File: config.mk
export PLATFORM = sky130hd
export DESIGN_NAME = prog_loader_flat
export DESIGN_NICKNAME = d
export VERILOG_FILES = /design/src/rtl/prog_loader_if.sv /design/src/rtl/prog_loader.sv /design/src/flat_wrapper.sv
export SDC_FILE = /design/constraint.sdc
export NUM_CORES = 1
export LEC_CHECK = 0
export ABC_AREA = 0
export CORE_MARGIN = 3
export CORE_UTILIZATION = 42
export DETAILED_ROUTE_END_ITERATION = 6
export GPL_ROUTABILITY_DRIVEN = 0
export GPL_TIMING_DRIVEN = 0
export PLACE_DENSITY_LB_ADDON = 0.08
export SYNTH_ARGS = -nofsm -noshare
export SYNTH_HDL_FRONTEND = slang
export SYNTH_SLANG_ARGS = --single-unit
File: constraint.sdc
create_clock -name clk -period 2.4 [get_ports clk]
set_input_delay 0.24 -clock clk [delete_from_list [all_inputs] [get_ports clk]]
set_output_delay 0.24 -clock clk [all_outputs]
set_load 0.005 [all_outputs]
File: src/rtl/prog_loader_if.sv
// prog_loader_if: bundles the loader's byte stream, instruction memory write
// port and core control/status lines into one connection.
//   load_req, byte_valid, byte_data : stream source -> loader
//   byte_ready                      : loader -> stream source
//   imem_we, imem_addr, imem_wdata  : loader -> instruction memory
//   cpu_enable, pc_clear            : loader -> core (PC enable / PC clear)
//   busy, done, error               : loader status
// The master modport is the stream source / system side.
// The slave modport is the loader itself.
interface prog_loader_if #(
  parameter int ADDR_WIDTH = 8,
  parameter int DATA_WIDTH = 8
) ();
  logic                  load_req;
  logic                  byte_valid;
  logic [DATA_WIDTH-1:0] byte_data;
  logic                  byte_ready;
  logic                  imem_we;
  logic [ADDR_WIDTH-1:0] imem_addr;
  logic [DATA_WIDTH-1:0] imem_wdata;
  logic                  cpu_enable;
  logic                  pc_clear;
  logic                  busy;
  logic                  done;
  logic                  error;

  modport master (
    output load_req, byte_valid, byte_data,
    input  byte_ready, imem_we, imem_addr, imem_wdata,
    input  cpu_enable, pc_clear, busy, done, error
  );

  modport slave (
    input  load_req, byte_valid, byte_data,
    output byte_ready, imem_we, imem_addr, imem_wdata,
    output cpu_enable, pc_clear, busy, done, error
  );
endinterface

File: src/rtl/prog_loader.sv
// prog_loader: receives a framed byte stream (length N, N instruction bytes,
// checksum) and writes the instruction bytes to instruction memory addresses
// 0..N-1. The core is held stalled while loading. A frame with a good checksum
// pulses pc_clear and then releases the core. A bad, empty or stalled frame
// parks the loader in an error state with the core halted.
// Ports:
//   clk   - rising-edge clock
//   reset - asynchronous, active-high reset
//   bus   - prog_loader_if.slave. It carries the stream handshake, the imem
//           write port and the core control/status outputs. All outputs are
//           registered.
module prog_loader #(
  parameter int ADDR_WIDTH = 8,
  parameter int DATA_WIDTH = 8,
  parameter int TIMEOUT    = 1000
) (
  input logic          clk,
  input logic          reset,
  prog_loader_if.slave bus
);

  // The index and length counters must be wide enough to hold N itself,
  // so they carry one bit more than the wider of address and data.
  localparam int CNT_W = ((ADDR_WIDTH > DATA_WIDTH) ? ADDR_WIDTH : DATA_WIDTH) + 1;
  localparam int TO_W  = $clog2(TIMEOUT + 1);
  localparam logic [TO_W-1:0] TO_LIMIT = TO_W'(TIMEOUT);

  typedef enum logic [2:0] {IDLE, LEN, DATA, CSUM, RUN, ERR} state_e;

  state_e                state_q, state_d;
  logic [CNT_W-1:0]      frameLen_q, frameLen_d;
  logic [CNT_W-1:0]      index_q, index_d;
  logic [DATA_WIDTH-1:0] sum_q, sum_d;
  logic [TO_W-1:0]       idleCnt_q, idleCnt_d;

  logic                  byteReady_q, byteReady_d;
  logic                  imemWe_q, imemWe_d;
  logic [ADDR_WIDTH-1:0] imemAddr_q, imemAddr_d;
  logic [DATA_WIDTH-1:0] imemWdata_q, imemWdata_d;
  logic                  cpuEnable_q, cpuEnable_d;
  logic                  pcClear_q, pcClear_d;
  logic                  busy_q, busy_d;
  logic                  done_q, done_d;
  logic                  error_q, error_d;

  logic                  accept;
  logic [TO_W-1:0]       idleCntInc;

  // byte_ready is registered and tracks the state register, so a transfer is
  // simply valid together with the ready value currently presented.
  assign accept     = bus.byte_valid && byteReady_q;
  assign idleCntInc = idleCnt_q + 1'b1;

  // State and output registers. Reset drops everything to zero, which also
  // halts the core until a good program has been loaded.
  always_ff @(posedge clk or posedge reset) begin
    if (reset) begin
      state_q     <= IDLE;
      frameLen_q  <= '0;
      index_q     <= '0;
      sum_q       <= '0;
      idleCnt_q   <= '0;
      byteReady_q <= 1'b0;
      imemWe_q    <= 1'b0;
      imemAddr_q  <= '0;
      imemWdata_q <= '0;
      cpuEnable_q <= 1'b0;
      pcClear_q   <= 1'b0;
      busy_q      <= 1'b0;
      done_q      <= 1'b0;
      error_q     <= 1'b0;
    end else begin
      state_q     <= state_d;
      frameLen_q  <= frameLen_d;
      index_q     <= index_d;
      sum_q       <= sum_d;
      idleCnt_q   <= idleCnt_d;
      byteReady_q <= byteReady_d;
      imemWe_q    <= imemWe_d;
      imemAddr_q  <= imemAddr_d;
      imemWdata_q <= imemWdata_d;
      cpuEnable_q <= cpuEnable_d;
      pcClear_q   <= pcClear_d;
      busy_q      <= busy_d;
      done_q      <= done_d;
      error_q     <= error_d;
    end
  end

  // Next-state logic: frame parsing, the running checksum and the inter-byte
  // stall counter. An accepted byte always clears the stall counter, so a
  // byte arriving on the edge that would time out wins over the timeout.
  always_comb begin
    state_d    = state_q;
    frameLen_d = frameLen_q;
    index_d    = index_q;
    sum_d      = sum_q;
    idleCnt_d  = idleCnt_q;
    case (state_q)
      IDLE, RUN, ERR: begin
        if (bus.load_req) begin
          state_d    = LEN;
          frameLen_d = '0;
          index_d    = '0;
          sum_d      = '0;
          idleCnt_d  = '0;
        end
      end
      LEN, DATA, CSUM: begin
        if (accept) begin
          idleCnt_d = '0;
          if (state_q == LEN) begin
            if (bus.byte_data == '0) begin
              state_d = ERR;
            end else begin
              frameLen_d = CNT_W'(bus.byte_data);
              state_d    = DATA;
            end
          end else if (state_q == DATA) begin
            index_d = index_q + 1'b1;
            sum_d   = sum_q + bus.byte_data;
            if (index_d == frameLen_q) begin
              state_d = CSUM;
            end
          end else begin
            state_d = (bus.byte_data == sum_q) ? RUN : ERR;
          end
        end else begin
          idleCnt_d = idleCntInc;
          if (idleCntInc == TO_LIMIT) begin
            state_d = ERR;
          end
        end
      end
      default: state_d = IDLE;
    endcase
  end

  // Output logic: next values of the registered outputs. The first RUN cycle
  // carries pc_clear with the core still disabled. The core is enabled only
  // from the second RUN cycle onwards, so the PC restarts from zero.
  always_comb begin
    byteReady_d = (state_d == LEN) || (state_d == DATA) || (state_d == CSUM);
    busy_d      = byteReady_d;
    done_d      = (state_d == RUN);
    error_d     = (state_d == ERR);
    pcClear_d   = (state_q == CSUM) && (state_d == RUN);
    cpuEnable_d = (state_q == RUN) && (state_d == RUN);
    imemWe_d    = (state_q == DATA) && accept;
    imemAddr_d  = imemAddr_q;
    imemWdata_d = imemWdata_q;
    if (imemWe_d) begin
      imemAddr_d  = index_q[ADDR_WIDTH-1:0];
      imemWdata_d = bus.byte_data;
    end
  end

  assign bus.byte_ready = byteReady_q;
  assign bus.imem_we    = imemWe_q;
  assign bus.imem_addr  = imemAddr_q;
  assign bus.imem_wdata = imemWdata_q;
  assign bus.cpu_enable = cpuEnable_q;
  assign bus.pc_clear   = pcClear_q;
  assign bus.busy       = busy_q;
  assign bus.done       = done_q;
  assign bus.error      = error_q;

endmodule

File: src/flat_wrapper.sv
// flat-port wrapper written by rule: the top's interface ports become plain ports
module prog_loader_flat 
#(
  parameter int ADDR_WIDTH = 8,
  parameter int DATA_WIDTH = 8,
  parameter int TIMEOUT    = 1000
)
  (clk, reset, bus_load_req, bus_byte_valid, bus_byte_data, bus_byte_ready, bus_imem_we, bus_imem_addr, bus_imem_wdata, bus_cpu_enable, bus_pc_clear, bus_busy, bus_done, bus_error);
  prog_loader_if #(.ADDR_WIDTH(ADDR_WIDTH), .DATA_WIDTH(DATA_WIDTH)) bus_i ();
  input logic clk;
  input logic reset;
  input wire logic [$bits(bus_i.load_req)-1:0] bus_load_req;
  input wire logic [$bits(bus_i.byte_valid)-1:0] bus_byte_valid;
  input wire logic [$bits(bus_i.byte_data)-1:0] bus_byte_data;
  output wire logic [$bits(bus_i.byte_ready)-1:0] bus_byte_ready;
  output wire logic [$bits(bus_i.imem_we)-1:0] bus_imem_we;
  output wire logic [$bits(bus_i.imem_addr)-1:0] bus_imem_addr;
  output wire logic [$bits(bus_i.imem_wdata)-1:0] bus_imem_wdata;
  output wire logic [$bits(bus_i.cpu_enable)-1:0] bus_cpu_enable;
  output wire logic [$bits(bus_i.pc_clear)-1:0] bus_pc_clear;
  output wire logic [$bits(bus_i.busy)-1:0] bus_busy;
  output wire logic [$bits(bus_i.done)-1:0] bus_done;
  output wire logic [$bits(bus_i.error)-1:0] bus_error;
  assign bus_i.load_req = bus_load_req;
  assign bus_i.byte_valid = bus_byte_valid;
  assign bus_i.byte_data = bus_byte_data;
  assign bus_byte_ready = bus_i.byte_ready;
  assign bus_imem_we = bus_i.imem_we;
  assign bus_imem_addr = bus_i.imem_addr;
  assign bus_imem_wdata = bus_i.imem_wdata;
  assign bus_cpu_enable = bus_i.cpu_enable;
  assign bus_pc_clear = bus_i.pc_clear;
  assign bus_busy = bus_i.busy;
  assign bus_done = bus_i.done;
  assign bus_error = bus_i.error;
  prog_loader #(.ADDR_WIDTH(ADDR_WIDTH), .DATA_WIDTH(DATA_WIDTH), .TIMEOUT(TIMEOUT)) u_core (.clk(clk), .reset(reset), .bus(bus_i));
endmodule
# Word level (Yosys, flattened, before mapping)
# Index checks and enable logic that the tools add are counted.
# op_classes
n_reduce_logical	14
muxes	26
eq_ne	19
add_sub_neg	3
# ops
operator	count
$mux W9	7
$pmux W9 S2	2
$mux W8	4
$mux W3	7
$mux W10	2
$pmux W10 S2	1
$pmux W8 S2	1
$eq A3 B2 Y1 const B	4
$eq A3 B3 Y1 const B	4
$add A10 B1 Y10 const B	1
$eq A10 B10 Y1 const B	1
$reduce_and A5 Y1	2
$add A9 B1 Y9 const B	1
$eq A9 B9 Y1	1
$add A8 B8 Y8	1
$eq A8 B8 Y1	1
$logic_not A8 Y1	1
$eq A3 B1 Y1 const B	2
$ne A2 B1 Y1 const B	3
$ne A2 B2 Y1 const B	3
$pmux W3 S2	1
$reduce_or A3 Y1	2
$logic_and A1 B1 Y1	4
$logic_not A3 Y1	1
4 further kinds	5
# word_totals
output_inout_bits	23
input_bits	12
elab_cells	75
register_bits	61

# Depth between registers and ports, before layout
# Gate-level depths: netlist of run 1.
# logic_depth
depth_word	10
mapped_depth	9
depth_no_buf	8

# Worst setup path before layout of run 1
# OpenSTA, ideal clock, no wires.
# synth_path
kind	register -> register
from	reg u_core.index_q[0]
to	reg u_core.error_q, in the netlist u_core.bus.error
synth_period_minus_slack_ns	2.107
setup_time_ns	0.066
path_stages_with_launch	9
arrival_ns	2.041
t_required_ns	2.334
path_buffers	0
path_slack_ns	0.293
path_cell_list	dfrtp_1 > ha_1 > nand3_4 > or4_4 > a211oi_2 > o211a_1 > a31o_2 > o2bb2ai_2 > and2_1
# synth_between
elab_chain_len	8
# synth_lines
item	line_no	rtl
from (decl)	prog_loader.sv:32	logic [CNT_W-1:0] index_q, index_d;
from (signal assigned)	prog_loader.sv:75	index_q <= index_d;
$add A9 B1 Y9	prog_loader.sv:120	index_d = index_q + 1'b1;
$eq A9 B9 Y1	prog_loader.sv:122	if (index_d == frameLen_q) begin
$mux W3	prog_loader.sv:122	
$mux W3	prog_loader.sv:119	end else if (state_q == DATA) begin
$mux W3	prog_loader.sv:112	if (state_q == LEN) begin
$mux W3	prog_loader.sv:110	if (accept) begin
$pmux W3 S2	prog_loader.sv:99	case (state_q)
net u_core.state_d[0]	prog_loader.sv:30	state_e state_q, state_d;
$eq A3 B3 Y1	prog_loader.sv:146	error_d = (state_d == ERR);
net u_core.error_d	prog_loader.sv:44	logic error_q, error_d;
to (signal assigned)	prog_loader.sv:86	error_q <= error_d;
to (decl)	prog_loader.sv:44	
# The timed path passes the listed nets, and every way through them passes these cells.
# A chain may end at the register's enable or synchronous reset.

# Worst setup path after layout of run 1
# Same ends and word-level chain as after synthesis.

==> results of run 1 <==
## worst min-delay path by stage
stage / from / to / slack (ps)
CTS: reset / u_core.bus.imem_wdata[0] / 230
global placement: u_core.bus.imem_addr[4] / u_core.bus.imem_addr[4] / 460
finish: reset / u_core.bus.imem_wdata[0] / 220
detailed placement: u_core.bus.imem_wdata[1] / u_core.bus.imem_wdata[1] / 460
floorplan: bus_byte_data[0] / u_core.bus.imem_wdata[0] / 350
global route: reset / u_core.idleCnt_q[0] / 260
## power by group through the flow
stage               combinational, mW  clock, mW  sequential (mW)
finish                           1.67       1.01             1.47
global route                     1.89       1.07             1.51
CTS                              1.68       1.04             1.47
detailed placement               1.67          0             1.48
global placement                 1.65          0             1.47
floorplan                        1.11          0             1.45
## per-layer routing
metal / vias to the layer above / share of wire, % / GRT usage (%)
met5: - / 0 / 0
met4: 0 / 1.9 / 7.08
met3: 16 / 4.2 / 4.55
met2: 53 / 44 / 27.5
met1: 1268 / 50 / 26.5
li1: 1292 / - / -
## synth_stat cells, types with 2 or more instances
cell / n
sky130_fd_sc_hd__nand2_1: 77
sky130_fd_sc_hd__dfrtp_1: 60
sky130_fd_sc_hd__o21ai_0: 32
sky130_fd_sc_hd__nor2_1: 23
sky130_fd_sc_hd__a22o_1: 13
sky130_fd_sc_hd__clkbuf_1: 13
sky130_fd_sc_hd__xor2_1: 12
sky130_fd_sc_hd__a21oi_1: 11
sky130_fd_sc_hd__xnor2_1: 10
sky130_fd_sc_hd__ha_1: 9
sky130_fd_sc_hd__inv_1: 7
sky130_fd_sc_hd__nand3_1: 7
sky130_fd_sc_hd__nor3_1: 6
sky130_fd_sc_hd__o31ai_1: 5
sky130_fd_sc_hd__buf_2: 4
sky130_fd_sc_hd__a21o_1: 3
sky130_fd_sc_hd__a31oi_1: 3
sky130_fd_sc_hd__and3_1: 3
sky130_fd_sc_hd__nand2b_1: 3
sky130_fd_sc_hd__or4_1: 3
sky130_fd_sc_hd__a31o_2: 2
sky130_fd_sc_hd__and2_1: 2
sky130_fd_sc_hd__mux2i_1: 2
sky130_fd_sc_hd__nor2b_1: 2
sky130_fd_sc_hd__nor4_1: 2
sky130_fd_sc_hd__o21bai_1: 2
sky130_fd_sc_hd__or2_2: 2
sky130_fd_sc_hd__or3_1: 2
## cell type report
cell class	count	area (µm²)
inverter	7	26.3
sequential	60	1500
multi-input combinational	257	1560
clock inverter	7	91.3
timing repair buffer	35	360
buffer	18	77.6
clock buffer	9	124
fill	661	3160
tap	96	120
## flip-flops by register name (all words and copies together), names as in the netlist
name,flops
u_core.bus.error,1
u_core.state_q,3
u_core.bus.imem_we,1
u_core.bus.byte_ready,1
u_core.bus.done,1
u_core.sum_q,8
u_core.bus.pc_clear,1
u_core.idleCnt_q,10
u_core.bus.imem_wdata,8
u_core.bus.imem_addr,8
u_core.index_q,9
u_core.frameLen_q,8
u_core.bus.cpu_enable,1
## kinds of logic after synthesis
logic type               synth area share, %
AO/OA/AOI/OAI                           17.6
XOR/XNOR                                6.12
adder cells (fa/ha/maj)                 4.21
buffers and inverters                   3.38
flip-flops                              47.7
multiplexers                           0.635
AND/OR/NAND/NOR                         20.4
## timing repair
action	CTS	global route
cloned	0	0
buffers inserted	0	0
gates resized for setup	1	6
setup endpoints to repair	3	15
## worst reg2reg max path: cells and delay by family (launching register included)
family	cells	cell delay, ps
simple gates	3	650
fa+ha+maj	1	270
flops	1	450
compound gates	4	870
## through the flow
step	cell area (µm²)	std cells	total power, mW	setup WS, ps
finish	3860	489	4.14	111
global route	3860	489	4.46	11.2
CTS	3850	490	4.19	22.8
detailed placement	3630	474	3.15	-231
global placement	3610	473	3.13	-506
floorplan	3150	343	2.55	293
## placed cells by master, fill, tap and decap left out, drive strengths merged, types with 2 or more instances in the layout
cell type / instances
nand2: 77
dfrtp: 60
clkdlybuf4s50: 34
o21ai: 32
nor2: 24
clkbuf: 21
a22o: 13
xor2: 12
a21oi: 11
xnor2: 10
ha: 9
nand3: 8
inv: 7
buf: 7
nor3: 6
o31ai: 5
or4: 4
clkinv: 4
a21o: 3
and3: 3
nand2b: 3
a31oi: 3
and2: 2
nor2b: 2
or2: 2
or3: 2
o21bai: 2
mux2i: 2
nor4: 2
a31o: 2
bufinv: 2
and4: 2
==> Flow_metrics.wiki, run 1 <==
{| class="wikitable"
! Metric !! Value
|-
| WS Path Type || reg -> reg
|-
| Number of warnings reported in the yosys synthesis log || 0
|-
| Routed wire length || 7300 µm
|-
| Leakage power figure || 1.74 nW
|-
| Post-detailed-route wirelength per cell || 14.9 µm
|-
| Share of power burned in the clock network || 24.3%
|-
| CTS tree || done
|-
| Number of buffers and inverters on the critical path || 0
|-
| Pin slew with the least headroom to its limit || 625 ps
|-
| Post-CTS Hold Fix Bufs || 0
|-
| Post-route worst hold slack || 222 ps
|-
| Post-synth design cell area || 3150 µm²
|-
| Placed wire-length estimate || 5130 µm
|-
| Setup crit start kind || flip-flop
|-
| Clock input transition at the sequential cells of the worst setup and hold paths || 70 ps
|-
| Share of total power consumed by net switching || 36.7%
|-
| Worst r2r dst || u_core.bus.error
|-
| FF-to-FF Start || u_core.index_q[0]
|-
| Fraction of the yosys area taken by sequential cells || 47.7%
|-
| Violation count after the first detailed-routing iteration || 146
|-
| I/O pin count || 35
|-
| Share of async-settable or async-resettable flops after synthesis || 100%
|-
| Relative contribution of sequential cells to total power || 35.5%
|-
| Post-detailed-route count of antenna-violating nets || 0
|-
| Number of vias per cell after detailed routing || 5.38
|-
| Horizontal die dimension || 92.6 µm
|-
| Global-route congestion overflow total || 0
|-
| Latest clock arrival within the worst-skew pair || 340 ps
|-
| Die Y || 92.6 µm
|-
| Worst slew margin relative to its limit || 57.9%
|-
| Setup Viol. Count Final || 0
|-
| Count of TritonRoute iterations in the first routing pass || 4
|-
| Max Fclk || 437 MHz
|-
| Number of hold-slack violations in the final timing report || 0
|-
| Cell type with the largest total area after synthesis || sky130_fd_sc_hd__dfrtp_1
|-
| Root buffer cell || sky130_fd_sc_hd__clkbuf_8
|-
| Count of flip-flops with a built-in enable after synthesis || 0
|-
| Die Outline Area || 8580 µm²
|-
| Part of the power in combinational logic || 40.3%
|-
| Share of layout cells above drive strength 1 || 9.92%
|-
| Number of max-slew violations in the final report || 0
|-
| Standard cell with the maximum stage delay on the critical path || sky130_fd_sc_hd__dfrtp_2
|-
| Endpoint type of the worst setup path || flip-flop
|-
| Critical path's top delay family || compound AO/OA/AOI/OAI gates
|-
| First-pass GRT wire length || 12700 µm
|-
| Via count || 2629
|-
| DRC || 0
|-
| Worst-case clock buffer depth || 2
|-
| Total negative slack for setup checks || 0 ps
|-
| Syn_nets || 365
|-
| Area grow syn2layout || 22.6%
|-
| Antenna diode count || 0
|-
| Layout net count || 410
|-
| Worst clock skew on the final layout || 6.67 ps
|-
| Maximum number of pins on one net before global-route repair || 42
|-
| Cells after Synth || 343
|-
| Depth of the worst register-to-register path || 8
|-
| Worst setup path startpoint || u_core.index_q[0]
|-
| PwrDens || 1070 nW/µm²
|-
| Crit path DAT || 2560 ps
|-
| Net switching power || 1.52 mW
|-
| Sinks on Clock Net || 60
|-
| Power Internal || 2.62 mW
|-
| Setup repair after global routing missed its margin || no
|-
| Via count of the first global-routing pass || 2635
|-
| Initial Utilization || 44.9%
|-
| Number of synthesized register bits || 60
|-
| Number of antenna violations at the first check in global routing || 0
|-
| Standard-cell row count || 30
|-
| Max-cap violations || 0
|-
| Largest incremental delay on the critical path || 450 ps
|-
| Synth Area per Inst || 9.19 µm²
|-
| Top-area cell type share of the netlist area || 47.7%
|-
| Cells taking the most area after synthesis || sky130_fd_sc_hd__dfrtp_1 48%, sky130_fd_sc_hd__nand2_1 9.2%, sky130_fd_sc_hd__o21ai_0 5.1%
|-
| Crit share post-route || 95.4%
|-
| Worst Path Required || 2670 ps
|-
| Overall track demand over capacity in global routing || 18.7%
|-
| Minimum setup slack among reg-to-reg paths || 110 ps
|-
| CTS HTree Levels || 3
|-
| Logic depth of the worst path, buffers included || 8
|-
| Final core utilization || 55.0%
|-
| Worst supply voltage drop on vdd || 0.533 mV
|-
| Class of the most critical hold timing path || in -> async
|-
| Min Tclk post-route || 2290 ps
|-
| Top_reg_cell synth || sky130_fd_sc_hd__dfrtp_1
|-
| Number of port buffers || 34
|-
| Cells traversed along the worst timing path || ha_2 > nand3_4 > or2_2 > o311ai_0 > o211a_1 > a31o_2 > o2bb2ai_2 > and2_1
|-
| Crit-path max FO || 8
|-
| CORE AREA || 7020 µm²
|-
| Status || finished, final reports clean
|-
| Unique cell type count in the Yosys netlist || 51
|-
| Number of clock buffers inserted by TritonCTS || 9
|-
| Capturing instance or port of the critical path || u_core.bus.error
|}
Note: power is estimated with default switching activity, not from simulation.
==> inputs of run 2 (changes only) <==
--- a/config.mk
+++ b/config.mk
@@ -12,6 +12,7 @@
 export GPL_ROUTABILITY_DRIVEN = 0
 export GPL_TIMING_DRIVEN = 0
 export PLACE_DENSITY_LB_ADDON = 0.08
+export SKIP_CTS_REPAIR_TIMING = 1
 export SYNTH_ARGS = -nofsm -noshare
 export SYNTH_HDL_FRONTEND = slang
 export SYNTH_SLANG_ARGS = --single-unit
==> Flow_metrics.wiki, run 2 (synthesized netlist as in run 1, its figures left out) <==
{| class="wikitable"
! Metric !! Value
|-
| Number of clock buffers inserted by TritonCTS || 9
|-
| Number of port buffers || 34
|-
| Worst clock skew on the final layout || 7.20 ps
|-
| Placement Setup Slack || -231 ps
|-
| Worst slew margin relative to its limit || 59.2%
|-
| # fillers || 659
|-
| Leakage power figure || 1.74 nW
|-
| M1 wire length || 3680 µm
|-
| Initial Utilization || 44.9%
|-
| Post-detailed-route count of antenna-violating nets || 0
|-
| Setup Viol. Count Final || 0
|-
| Routed wire length || 7320 µm
|-
| Fin area || 3860 µm²
|-
| Cells traversed along the worst timing path || ha_2 > nand3_4 > or2_2 > o311ai_0 > o211a_1 > a31o_2 > o2bb2ai_2 > and2_1
|-
| First-pass GRT wire length || 12700 µm
|-
| Number of buffers and inverters on the critical path || 0
|-
| Leading cell types in the layout, fill and taps excluded || 77 x sky130_fd_sc_hd__nand2_1, 59 x sky130_fd_sc_hd__dfrtp_1, 34 x sky130_fd_sc_hd__clkdlybuf4s50_1
|-
| Sinks on Clock Net || 60
|-
| Most common library cell in the layout ignoring fill and taps || sky130_fd_sc_hd__nand2_1
|-
| Violation count after the first detailed-routing iteration || 119
|-
| Non-filler cells in the finished layout || 489
|-
| Post-detailed-route wirelength per cell || 15.0 µm
|-
| Crit-path max FO || 8
|-
| Number of max-slew violations in the final report || 0
|-
| Horizontal die dimension || 92.6 µm
|-
| Placed wire-length estimate || 5130 µm
|-
| I/O pin count || 35
|-
| Flip-flop count of the largest register, all copies and words added || 10
|-
| Maximum number of pins on one net before global-route repair || 42
|-
| Worst-case clock buffer depth || 2
|-
| Total met3 wirelength after detailed routing || 290 µm
|-
| Pin slew with the least headroom to its limit || 607 ps
|-
| Antenna diode count || 0
|-
| Share of layout cells above drive strength 1 || 9.67%
|-
| Die Outline Area || 8580 µm²
|-
| Root buffer cell || sky130_fd_sc_hd__clkbuf_8
|-
| Standard-cell row count || 30
|-
| Standard cell with the maximum stage delay on the critical path || sky130_fd_sc_hd__dfrtp_2
|-
| Number of vias per cell after detailed routing || 5.43
|-
| Crit share post-route || 95.4%
|-
| Number of antenna violations at the first check in global routing || 0
|-
| Register with the most flip-flops || u_core.idleCnt_q
|-
| Number of hold-slack violations in the final timing report || 0
|-
| Largest incremental delay on the critical path || 450 ps
|-
| Status || finished, final reports clean
|-
| CTS tree || done
|-
| Metal2 WL || 3200 µm
|-
| Min Tclk post-route || 2290 ps
|-
| Endpoint type of the worst setup path || flip-flop
|-
| Overall track demand over capacity in global routing || 18.7%
|-
| Latest clock arrival within the worst-skew pair || 340 ps
|-
| WS Path Type || reg -> reg
|-
| Class of the most critical hold timing path || in -> async
|-
| Final worst slack || 111 ps
|-
| CORE AREA || 7020 µm²
|-
| Critical path's top delay family || compound AO/OA/AOI/OAI gates
|-
| Cell area after placement || 3630 µm²
|-
| Setup repair after global routing missed its margin || no
|-
| Count of TritonRoute iterations in the first routing pass || 4
|-
| PwrDens || 1070 nW/µm²
|-
| Global-route congestion overflow total || 0
|-
| Multi-input logic area || 1560 µm²
|-
| Area grow syn2layout || 22.5%
|-
| DRC || 0
|-
| Worst supply voltage drop on vdd || 0.534 mV
|-
| Clock input transition at the sequential cells of the worst setup and hold paths || 70 ps
|-
| Die Y || 92.6 µm
|-
| Setup crit start kind || flip-flop
|-
| CTS HTree Levels || 3
|-
| Worst Path Required || 2670 ps
|-
| Via count of the first global-routing pass || 2635
|-
| Highest metal layer with signal wires || met4
|-
| Final core utilization || 55.0%
|-
| Via count || 2655
|-
| Area of all sequential standard cells || 1500 µm²
|-
| Max-cap violations || 0
|-
| Layout net count || 410
|-
| Placed cell count || 474
|-
| Top flop regs || u_core.idleCnt_q (10), u_core.index_q (9)
|-
| Max Fclk || 437 MHz
|-
| Crit path DAT || 2560 ps
|}
## run 2: cell count changes in the layout (fill, tap and decap cells not counted)
cell and delta:
sky130_fd_sc_hd__nor2_1 +1, sky130_fd_sc_hd__nor2_2 -1
## run 2: per-layer routing
| layer | up-vias | track usage, % |
|---|---|---|
| met5 | - | 0 |
| met1 | 1287 | 26.5 |
| met2 | 58 | 27.5 |
| met4 | 0 | 7.08 |
| li1 | 1294 | - |
| met3 | 16 | 4.55 |
## run 2: cell type report
cell class	instances	area share [%]
plain buffers	18	2.01
clock buffers	9	3.21
clock inverters	7	2.37
inverters	7	0.681
multi-input cells	257	40.4
flip-flops and latches	60	38.9
well taps	96	3.11
repair buffers	35	9.34
## run 2: report_power, final
| part | internal, mW | total (mW) | switching, mW | leakage, nW |
|---|---|---|---|---|
| clock | 0.581 | 1.01 | 0.425 | 0.109 |
| combinational | 0.761 | 1.67 | 0.908 | 0.819 |
| sequential | 1.28 | 1.47 | 0.188 | 0.810 |
| total | 2.62 | 4.14 | 1.52 | 1.74 |
## run 2: worst paths after layout
| kind | slack, ps | cells past startpoint | startpoint | endpoint |
|---|---|---|---|---|
| max | 110 | 8 | u_core.index_q[0] | u_core.bus.error |
| min | 220 | 2 | reset | u_core.bus.imem_wdata[0] |
| max reg2reg | 110 | 8 | u_core.index_q[0] | u_core.bus.error |
| min reg2reg | 470 | 2 | u_core.bus.imem_addr[7] | u_core.bus.imem_addr[7] |
| max in group asynchronous | 1600 | 3 | reset | u_core.index_q[0] |
| min in group clk | 470 | 2 | u_core.bus.imem_addr[7] | u_core.bus.imem_addr[7] |
## run 2: worst reg2reg max path: cells and delay by family, from the launching register on
family	cells	cell delay, ps
adder cells (fa/ha/maj)	1	270
AND/OR/NAND/NOR	3	650
flip-flops	1	450
AO/OA/AOI/OAI	4	870
## run 2: stage by stage
step           hold WS (ps)  power [mW]  TNS, ps
3_5_place_dp            463        3.15    -1260
3_3_place_gp            459        3.13   -31540
5_1_grt                 261        4.46        0
2_1_floorplan           345        2.55        0
6_report                221        4.14        0
4_1_cts                 229        4.18    -37.2
==> inputs of run 3 (changes only) <==
--- a/config.mk
+++ b/config.mk
@@ -5,12 +5,10 @@
 export SDC_FILE = /design/constraint.sdc
 export NUM_CORES = 1
 export LEC_CHECK = 0
-export ABC_AREA = 0
 export CORE_MARGIN = 3
 export CORE_UTILIZATION = 42
 export DETAILED_ROUTE_END_ITERATION = 6
 export GPL_ROUTABILITY_DRIVEN = 0
-export GPL_TIMING_DRIVEN = 0
 export PLACE_DENSITY_LB_ADDON = 0.08
 export SKIP_CTS_REPAIR_TIMING = 1
 export SYNTH_ARGS = -nofsm -noshare
==> Flow_metrics.wiki, run 3 (synthesized netlist as in run 1, its figures left out) <==
{| class="wikitable"
! Metric !! Value
|-
| Root buffer cell || sky130_fd_sc_hd__clkbuf_8
|-
| Horizontal die dimension || 92.6 µm
|-
| Number of vias per cell after detailed routing || 5.30
|-
| Largest incremental delay on the critical path || 410 ps
|-
| Number of antenna violations at the first check in global routing || 0
|-
| Violation count after the first detailed-routing iteration || 111
|-
| Antenna diode count || 0
|-
| Pin slew with the least headroom to its limit || 589 ps
|-
| Cell area after placement || 3750 µm²
|-
| Worst-case clock buffer depth || 2
|-
| Routed wire length || 7350 µm
|-
| Setup crit start kind || flip-flop
|-
| Initial Utilization || 44.9%
|-
| Worst supply voltage drop on vdd || 0.481 mV
|-
| Area grow syn2layout || 24.3%
|-
| Worst r2r dst || u_core.bus.error
|-
| Status || finished, final reports clean
|-
| Crit share post-route || 96.0%
|-
| PwrDens || 1040 nW/µm²
|-
| Worst slew margin relative to its limit || 60.7%
|-
| Crit path DAT || 2580 ps
|-
| Post-detailed-route wirelength per cell || 14.8 µm
|-
| Overall power after layout || 4.06 mW
|-
| Via count of the first global-routing pass || 2500
|-
| Worst Path Required || 2680 ps
|-
| Critical path's top delay family || compound AO/OA/AOI/OAI gates
|-
| Count of TritonRoute iterations in the first routing pass || 4
|-
| Latest clock arrival within the worst-skew pair || 340 ps
|-
| Non-filler cells in the finished layout || 497
|-
| Overall track demand over capacity in global routing || 18.4%
|-
| Number of hold-slack violations in the final timing report || 0
|-
| Multi-input logic area || 1540 µm²
|-
| Number of clock buffers inserted by TritonCTS || 9
|-
| Setup Viol. Count Final || 0
|-
| Placed wire-length estimate || 5200 µm
|-
| Die Y || 92.6 µm
|-
| Sinks on Clock Net || 60
|-
| Top flop regs || u_core.idleCnt_q (10), u_core.index_q (9)
|-
| Max-cap violations || 0
|-
| Endpoint type of the worst setup path || flip-flop
|-
| Most common library cell in the layout ignoring fill and taps || sky130_fd_sc_hd__nand2_1
|-
| Leading cell types in the layout, fill and taps excluded || 77 x sky130_fd_sc_hd__nand2_1, 60 x sky130_fd_sc_hd__dfrtp_1, 34 x sky130_fd_sc_hd__clkdlybuf4s50_1
|-
| Post-detailed-route count of antenna-violating nets || 0
|-
| Max Fclk || 434 MHz
|-
| WS Path Type || reg -> reg
|-
| Final core utilization || 55.8%
|-
| Via count || 2633
|-
| FF-to-FF Start || u_core.index_q[1]
|-
| First-pass GRT wire length || 12400 µm
|-
| Placed cell count || 481
|-
| Number of buffers and inverters on the critical path || 0
|-
| Die Outline Area || 8580 µm²
|-
| Register with the most flip-flops || u_core.idleCnt_q
|-
| Standard cell with the maximum stage delay on the critical path || sky130_fd_sc_hd__o311ai_0
|-
| Total negative slack for setup checks || 0 ps
|-
| Number of port buffers || 34
|-
| Number of max-slew violations in the final report || 0
|-
| DRC || 0
|-
| CTS tree || done
|-
| CTS HTree Levels || 3
|-
| CORE AREA || 7020 µm²
|-
| Worst clock skew on the final layout || 6.79 ps
|-
| Layout net count || 418
|-
| Depth of the worst register-to-register path || 8
|-
| Minimum setup slack among reg-to-reg paths || 100 ps
|-
| Maximum number of pins on one net before global-route repair || 36
|-
| Setup repair after global routing missed its margin || no
|-
| Global-route congestion overflow total || 0
|-
| Share of layout cells above drive strength 1 || 13.2%
|-
| Min Tclk post-route || 2300 ps
|-
| # fillers || 661
|-
| Fin area || 3920 µm²
|-
| I/O pin count || 35
|-
| Crit-path max FO || 8
|-
| Standard-cell row count || 30
|-
| Cells traversed along the worst timing path || ha_1 > nand3_4 > or2_2 > o311ai_0 > o211a_1 > a31o_2 > o2bb2ai_2 > and2_1
|-
| Class of the most critical hold timing path || in -> async
|-
| Flip-flop count of the largest register, all copies and words added || 10
|-
| Leakage power figure || 1.80 nW
|-
| Clock input transition at the sequential cells of the worst setup and hold paths || 70 ps
|-
| Area of all sequential standard cells || 1500 µm²
|}
[run 3: worst max-delay path by stage]
| stage | from | to | slack (ps) | depth (start not counted) |
|---|---|---|---|---|
| 2_1_floorplan | u_core.index_q[0] | u_core.bus.error | 290 | 8 |
| 3_3_place_gp | bus_byte_data[6] | u_core.bus.byte_ready | -40 | 9 |
| 3_5_place_dp | bus_byte_data[4] | u_core.bus.byte_ready | -60 | 9 |
| 4_1_cts | u_core.index_q[1] | u_core.bus.error | 140 | 8 |
| 5_1_grt | u_core.idleCnt_q[0] | u_core.bus.byte_ready | 40 | 8 |
| 6_report | u_core.index_q[1] | u_core.bus.error | 100 | 8 |
[run 3: routing by layer]
metal	GRT usage (%)	up-vias	wire (µm)
met5	0	-	0
met1	26.3	1268	3690
li1	-	1299	-
met3	3.74	9	328
met2	27.2	57	3210
met4	7.33	0	121
[run 3: where the power goes]
part	leakage [nW]	internal [mW]	switching [mW]
sequential	0.811	1.28	0.235
combinational	0.900	0.849	0.876
clock	0.0889	0.396	0.420
total	1.80	2.52	1.53
[run 3: metrics by stage]
stage | setup WS (ps) | hold WS [ps]
floorplan | 293 | 345
global placement | -43.7 | 457
detailed placement | -56.0 | 462
CTS | 142 | 302
global route | 36.2 | 341
finish | 96.8 | 286
[run 3: worst reg2reg max path, delay by kind of cell, from the launching register on]
kind | cells | cell delay (ps)
simple gates | 3 | 660
fa+ha+maj | 1 | 280
compound gates | 4 | 950
flops | 1 | 360
[run 3: cell type report]
class	count	share of cell area, %
inverters	7	0.671
clock inverters	5	0.703
flip-flops and latches	60	38.4
well taps	96	3.07
clock buffers	11	3.61
repair buffers	61	14.2
multi-input cells	257	39.4
